File: src/rtl/weight_buffer_ctrl.sv
// weight_buffer_ctrl: sequences LOAD/READ commands onto a 16x8 weight SRAM
//   Ports: clk, reset_n (async active-low);
//     command in: load_start, rd_start, cmd_base, cmd_len;
//     host load stream: load_valid, load_data, load_ready;
//     compute stream out: out_valid, out_data, out_last;
//     status: busy, done, cmd_err;
//     SRAM: sram_csb, sram_web, sram_addr, sram_din (out), sram_dout (in).
module weight_buffer_ctrl #(
    parameter int DEPTH  = 16,
    parameter int ADDR_W = 4,
    parameter int DATA_W = 8,
    parameter int CNT_W  = 5
) (
    input  logic              clk,
    input  logic              reset_n,
    input  logic              load_start,
    input  logic              rd_start,
    input  logic [ADDR_W-1:0] cmd_base,
    input  logic [CNT_W-1:0]  cmd_len,
    input  logic              load_valid,
    input  logic [DATA_W-1:0] load_data,
    output logic              load_ready,
    output logic              out_valid,
    output logic [DATA_W-1:0] out_data,
    output logic              out_last,
    output logic              busy,
    output logic              done,
    output logic              cmd_err,
    output logic              sram_csb,
    output logic              sram_web,
    output logic [ADDR_W-1:0] sram_addr,
    output logic [DATA_W-1:0] sram_din,
    input  logic [DATA_W-1:0] sram_dout
);
    typedef enum logic [1:0] {IDLE, LOAD, READ, DRAIN} state_t;
    state_t            state_q, state_d;
    logic [ADDR_W-1:0] addr_q, addr_d;
    logic [CNT_W-1:0]  rem_q, rem_d;
    logic              out_valid_q, out_valid_d;
    logic              out_last_q, out_last_d;
    logic              done_q, done_d;
    logic              cmd_err_q, cmd_err_d;
    logic              any_start, len_ok, beat, last;

    assign any_start = load_start || rd_start;
    assign len_ok    = (cmd_len != '0) && (cmd_len <= CNT_W'(DEPTH));
    assign beat      = (state_q == LOAD) && load_valid;
    assign last      = (rem_q == CNT_W'(1));

    always_ff @(posedge clk or negedge reset_n) begin
        if (!reset_n) begin
            state_q     <= IDLE;
            addr_q      <= '0;
            rem_q       <= '0;
            out_valid_q <= 1'b0;
            out_last_q  <= 1'b0;
            done_q      <= 1'b0;
            cmd_err_q   <= 1'b0;
        end else begin
            state_q     <= state_d;
            addr_q      <= addr_d;
            rem_q       <= rem_d;
            out_valid_q <= out_valid_d;
            out_last_q  <= out_last_d;
            done_q      <= done_d;
            cmd_err_q   <= cmd_err_d;
        end
    end

    // Read data returns one cycle after issue, so the stream flags are the
    // issue-cycle conditions delayed by one flop. done is registered the same
    // way, which lines it up with out_last for READ and lands it one cycle
    // after the final beat for LOAD.
    always_comb begin
        state_d     = state_q;
        addr_d      = addr_q;
        rem_d       = rem_q;
        done_d      = 1'b0;
        cmd_err_d   = any_start;
        out_valid_d = (state_q == READ);
        out_last_d  = (state_q == READ) && last;
        case (state_q)
            IDLE: begin
                cmd_err_d = (load_start && rd_start) || (any_start && !len_ok);
                if (any_start && len_ok) begin
                    state_d = load_start ? LOAD : READ;
                    addr_d  = cmd_base;
                    rem_d   = cmd_len;
                end
            end
            LOAD: begin
                if (beat) begin
                    addr_d = addr_q + ADDR_W'(1);
                    rem_d  = rem_q - CNT_W'(1);
                    if (last) begin
                        state_d = IDLE;
                        done_d  = 1'b1;
                    end
                end
            end
            READ: begin
                addr_d = addr_q + ADDR_W'(1);
                rem_d  = rem_q - CNT_W'(1);
                if (last) begin
                    state_d = DRAIN;
                    done_d  = 1'b1;
                end
            end
            default: state_d = IDLE;
        endcase
    end

    always_comb begin
        load_ready = (state_q == LOAD);
        busy       = (state_q != IDLE);
        sram_csb   = !(beat || (state_q == READ));
        sram_web   = !beat;
        sram_addr  = addr_q;
        sram_din   = beat ? load_data : '0;
        out_valid  = out_valid_q;
        out_last   = out_last_q;
        out_data   = out_valid_q ? sram_dout : '0;
        done       = done_q;
        cmd_err    = cmd_err_q;
    end
endmodule
File: config.mk
export PLATFORM = sky130hd
export DESIGN_NAME = weight_buffer_ctrl
export DESIGN_NICKNAME = d
export VERILOG_FILES = /design/src/rtl/weight_buffer_ctrl.sv
export SDC_FILE = /design/constraint.sdc
export NUM_CORES = 1
export LEC_CHECK = 0
export ABC_CLOCK_PERIOD_IN_PS = 3100
export CAP_MARGIN = 20
export CORE_ASPECT_RATIO = 1.1
export CORE_MARGIN = 2
export CORE_UTILIZATION = 41
export DETAILED_ROUTE_END_ITERATION = 8
export GPL_TIMING_DRIVEN = 0
export PLACE_DENSITY = 0.81
export SLEW_MARGIN = 10
export SYNTH_ARGS = -nofsm -noshare
export SYNTH_HDL_FRONTEND = slang
export SYNTH_SLANG_ARGS = --single-unit
export TNS_END_PERCENT = 100
File: constraint.sdc
create_clock -name clk -period 3.1 [get_ports clk]
set_clock_uncertainty 0.05 [all_clocks]
set_input_delay 0.62 -clock clk [delete_from_list [all_inputs] [get_ports clk]]
set_output_delay 0.62 -clock clk [all_outputs]
set_load 0.02 [all_outputs]
# After elaboration in Yosys (flattened, before gate mapping)
# Index checks and enable logic that the tools add are counted.
word_totals:
  input_bits: 30
  reg_bits: 15
  out_inout_bits: 28
op_classes:
  eq_ne: 7
  magnitude_cmp: 1
  reduce_logical: 18
  mux: 18
  n_addsub: 2
op_table:
  columns: ["cell", "n"]
  rows:
  - ["$mux 8", 2]
  - ["$pmux 5 s3", 1]
  - ["$pmux 4 s3", 1]
  - ["$mux 2", 5]
  - ["$mux 5", 2]
  - ["$mux 4", 2]
  - ["$logic_and 1x1->1", 6]
  - ["$ne 2x1->1 const B", 3]
  - ["$pmux 2 s3", 1]
  - ["$eq 5x1->1 const B", 1]
  - ["$le 5x5->1 const B", 1]
  - ["$reduce_bool 5->1", 1]
  - ["$sub 5x1->5 const B", 1]
  - ["$add 4x1->4 const B", 1]
  - ["$reduce_and 4->1", 1]
  - ["$logic_not 1->1", 3]
  - ["$logic_or 1x1->1", 3]
  - ["$mux 1", 3]
  - ["$reduce_and 3->1", 1]
  - ["$reduce_bool 3->1", 1]
  - ["$eq 2x1->1 const B", 1]
  - ["$eq 2x2->1 const B", 1]
  - ["$logic_not 2->1", 1]
  - ["$ne 2x2->1 const B", 1]
  - ["other kinds (2)", 2]

# Depth between registers and ports, before layout
depth:
  word_depth: 6
  depth_mapped: 9
  depth_no_buf: 7

# Least setup slack after synthesis
# Ideal clock, no wire load.
synth_path:
  path_kind: "flip-flop to output port"
  from: "register state_q[1]"
  to: "output sram_din[0]"
  slack_ns: 1.160
  t_required_ns: 2.430
  n_path_buf: 1
  arrival_time_ns: 1.270
  path_stages_with_launch: 5
  path_cell_list: "dfrtp_1 inv_1 ha_1 clkbuf_1 and3_1"
synth_between:
  elab_chain_cells: 3
synth_rtl:
  columns: ["item", "line", "text"]
  rows:
  - ["from (decl)", "36", "state_t state_q, state_d;"]
  - ["from (signal assigned)", "60", "state_q <= state_d;"]
  - ["$eq 2x1->1", null, null]
  - ["via load_ready", "22", "output logic load_ready,"]
  - ["$logic_and 1x1->1", "47", "assign beat = (state_q == LOAD) && load_valid;"]
  - ["$mux 8", "119", "sram_din = beat ? load_data : '0;"]
  - ["to (decl)", "32", "output logic [DATA_W-1:0] sram_din,"]
# The timed path passes the listed nets, and every way through them passes these cells.

# Final worst setup path
layout_path:
  from: "input load_valid"
  to: "output sram_din[0]"
layout_between:
  elab_chain_cells: 2
layout_rtl:
  columns: ["item", "line", "text"]
  rows:
  - ["from (decl)", "20", "input logic load_valid,"]
  - ["$logic_and 1x1->1", "47", null]
  - ["$mux 8", "119", null]
# Every way passes these cells.

==> reports/metrics.csv <==
stage,metric,value,unit
cts,htreeDepth,1,
cts,clkTransAtPathRegs,0.10,ns
power_and_ir_drop,ir_drop,0.0006694,V
synthesis,synth_edf_count,0,
synthesis,ys_ff_latch,15,
place,place_inst,207,
die,rows,19,
global_routing,grt_pass1_wl,4767,µm
timing,fin_crit,2.873,ns
global_routing,grt_pass1_vias,1126,
synthesis,syn_avg_cell_area,8.853,µm²
timing,worst_slew_pin_slew,0.6570,ns
worst_setup_path,cp.depth,4,
synthesis,synth_area_leader_cell,dfrtp_1,
worst_setup_path,rrSetupSlack,0.89,ns
global_routing,grt_max_degree,16,
cts,root_buffer,clkbuf_4,
worst_setup_path,critPathArrivalTime,2.20,ns
layout,diodes,0,
worst_setup_path,cp_cell_sequence,"clkdlybuf4s50_1, clkbuf_1, and3_1, clkdlybuf4s50_1",
hold_path,hp-class,reg -> reg,
synthesis,netlist_area,1054,µm²
global_routing,antenna_found_initial,0,
hold_path,hp-start,sram_addr[1],
layout,drive_above_1_share,0.07778,
worst_setup_path,worstPathRequired,2.43,ns
layout,fin_nets,217,
synthesis,ys_seq_area_frac,0.3563,
timing,slew_violations,0,
cts,cts_hold_buf,0,
die,die_h,57.17,µm
place,port_buffers,57,
worst_setup_path,worstSetupStartpointType,input pin,
place,dp_hpwl,2273,µm
worst_setup_path,worst-path-buf-inv,3,
synthesis,synth.most_common_cell,dfrtp_1,
synthesis,synth_top_area_frac,0.3563,
drt,wirelength,2790,µm
die,die_w,52.33,µm
timing,tns,0,ns
worst_setup_path,critPathMostFrequentCell,clkdlybuf4s50_1,
synthesis,async_flop_share,1.000,
die,initial_core_util,0.4261,
worst_setup_path,path_max_fanout,10,
status,status,completed,
cts,cts_buffer_depth,2,
global_routing,grtUsageTotal,0.2062,
worst_setup_path,slowest_stage,clkdlybuf4s50_1,
cts,postCtsResizedCells,0,
synthesis,ys_warn_count,0,
synthesis,synthFlopType,dfrtp_1,
worst_setup_path,rr_endpoint,rem_q[3],
hold_path,min_to,sram_addr[1],
synthesis,ys_types,33,
synthesis,syn_nets,155,
worst_setup_path,critPathMaxStageDelay,0.61,ns
drt,wl_per_cell,13.22,µm
drt,drc,0,
synthesis,synth_cells,119,
die,die_area,2991,µm²
worst_setup_path,path_class,in -> out,
cts,clkSinkCount,15,
worst_setup_path,r2r_cells,9,
place,gp_congestion,0.7505,
timing,max_freq,0.3480,GHz
cts,post_cts_buffers,0,
layout,areaGrowthSynthToFinish,60.45,%
die,coreArea,2472,µm²
drt,ant_nets,0,
drt,vias_per_cell,5.209,
worst_setup_path,crit_family,buffers and inverters,
cts,cts_tree,done,
global_routing,grt_overflow_total,0,
synthesis,synth_area_leaders,"dfrtp_1, ha_1, and3_1",
die,ioPinCount,58,
power_and_ir_drop,power_leakage,0.0007423,µW
worst_setup_path,r2r-start,state_q[0],
timing,slew_headroom,0.5607,
drt,drt-initial-drc-count,24,
job,cap_violations,0,
worst_setup_path,endpoint_kind,output pin,
synthesis,yosys-top-cells-count,"dfrtp_1, and3_1, nand2_1",
power_and_ir_drop,p_per_area,936.1,nW/µm²
timing,finalSetupViolations,0,
layout,fin_cells,211,
timing,hold_viol,0,
timing,period_share,0.9269,
hold_path,min_path_cells,2,
drt,num_vias,1099,
cts,numCtsBuffers,3,
drt,dr.pass1.iters,4,
cts,clock_latency,0.29,ns
timing,rsz0062_at_grt,no,
logic make-up after synthesis:
group | synth area share
xor+xnor | 0.008315
mux | 0.04751
buf+inv | 0.06175
fa+ha+maj | 0.07126
flops | 0.3563
compound gates | 0.1496
simple gates | 0.3052
placed cells by master, fill, tap and decap left out, types with 2 or more instances in the layout:
master and n:
a21oi_1 5, a221oi_1 3, and2_1 9, and3_1 10
clkbuf_1 3, clkbuf_4 3, clkdlybuf4s50_1 57, dfrtp_1 15
ha_1 6, inv_1 9, mux2i_1 5, nand2_1 10
nand3_1 4, nor2_1 8, nor3_1 3, nor3b_1 2
o21ai_0 4, o21ai_1 3, o22ai_1 2, o32ai_1 2
or2_2 2
tightest hold or removal path: stages, from the launching register on:
cell     delay, ns
dfrtp_1       0.40
nand2_1       0.05
o21ai_0       0.05
final cells by class:
cell class | count | area [µm²]
flip-flops and latches | 15 | 375.4
inverters | 10 | 37.54
repair buffers | 57 | 570.5
multi-input cells | 89 | 613.1
clock buffers | 3 | 22.52
well taps | 31 | 38.79
clock inverters | 1 | 5.005
fillers | 221 | 782.0
plain buffers | 5 | 27.53
power by group:
| part | internal, µW | switching [µW] |
|---|---|---|
| sequential | 286 | 82.5 |
| combinational | 508 | 589 |
| clock | 48.0 | 68.2 |
per-stage QoR:
stage / instance area, µm² / setup slack (ns) / hold WS [ns] / util / total power, µW
after detailed placement: 1663 / 0.2373 / 0.4619 / 0.6726 / 1473
after global placement: 1663 / 0.2629 / 0.4533 / 0.6726 / 1429
final: 1690 / 0.2266 / 0.4852 / 0.6837 / 1582
after global routing: 1690 / 0.1541 / 0.5148 / 0.6837 / 1725
after floorplan: 1054 / 1.160 / 0.2744 / - / 1083
after CTS: 1690 / 0.2267 / 0.4886 / 0.6837 / 1594
how the worst max path moves through the flow:
stage                  endpoint  slack, ns       start
floorplan           sram_din[0]       1.16  state_q[1]
global placement    sram_din[2]       0.26  load_valid
detailed placement  sram_din[7]       0.24  load_valid
CTS                 sram_din[7]       0.23  load_valid
global route        sram_din[0]       0.15  load_valid
finish              sram_din[0]       0.23  load_valid
state kept, by name (all words and copies together), names as in the netlist:
name	count
cmd_err	1
done	1
out_last	1
out_valid	1
rem_q	5
sram_addr	4
state_q	2
per-layer routing:
metal  GRT usage  share of wire
met3     0.03927          0.060
met5           0              0
met4     0.06960         0.0082
met2      0.3911           0.54
met1      0.2209           0.39
(Power assumes the default switching activity.)
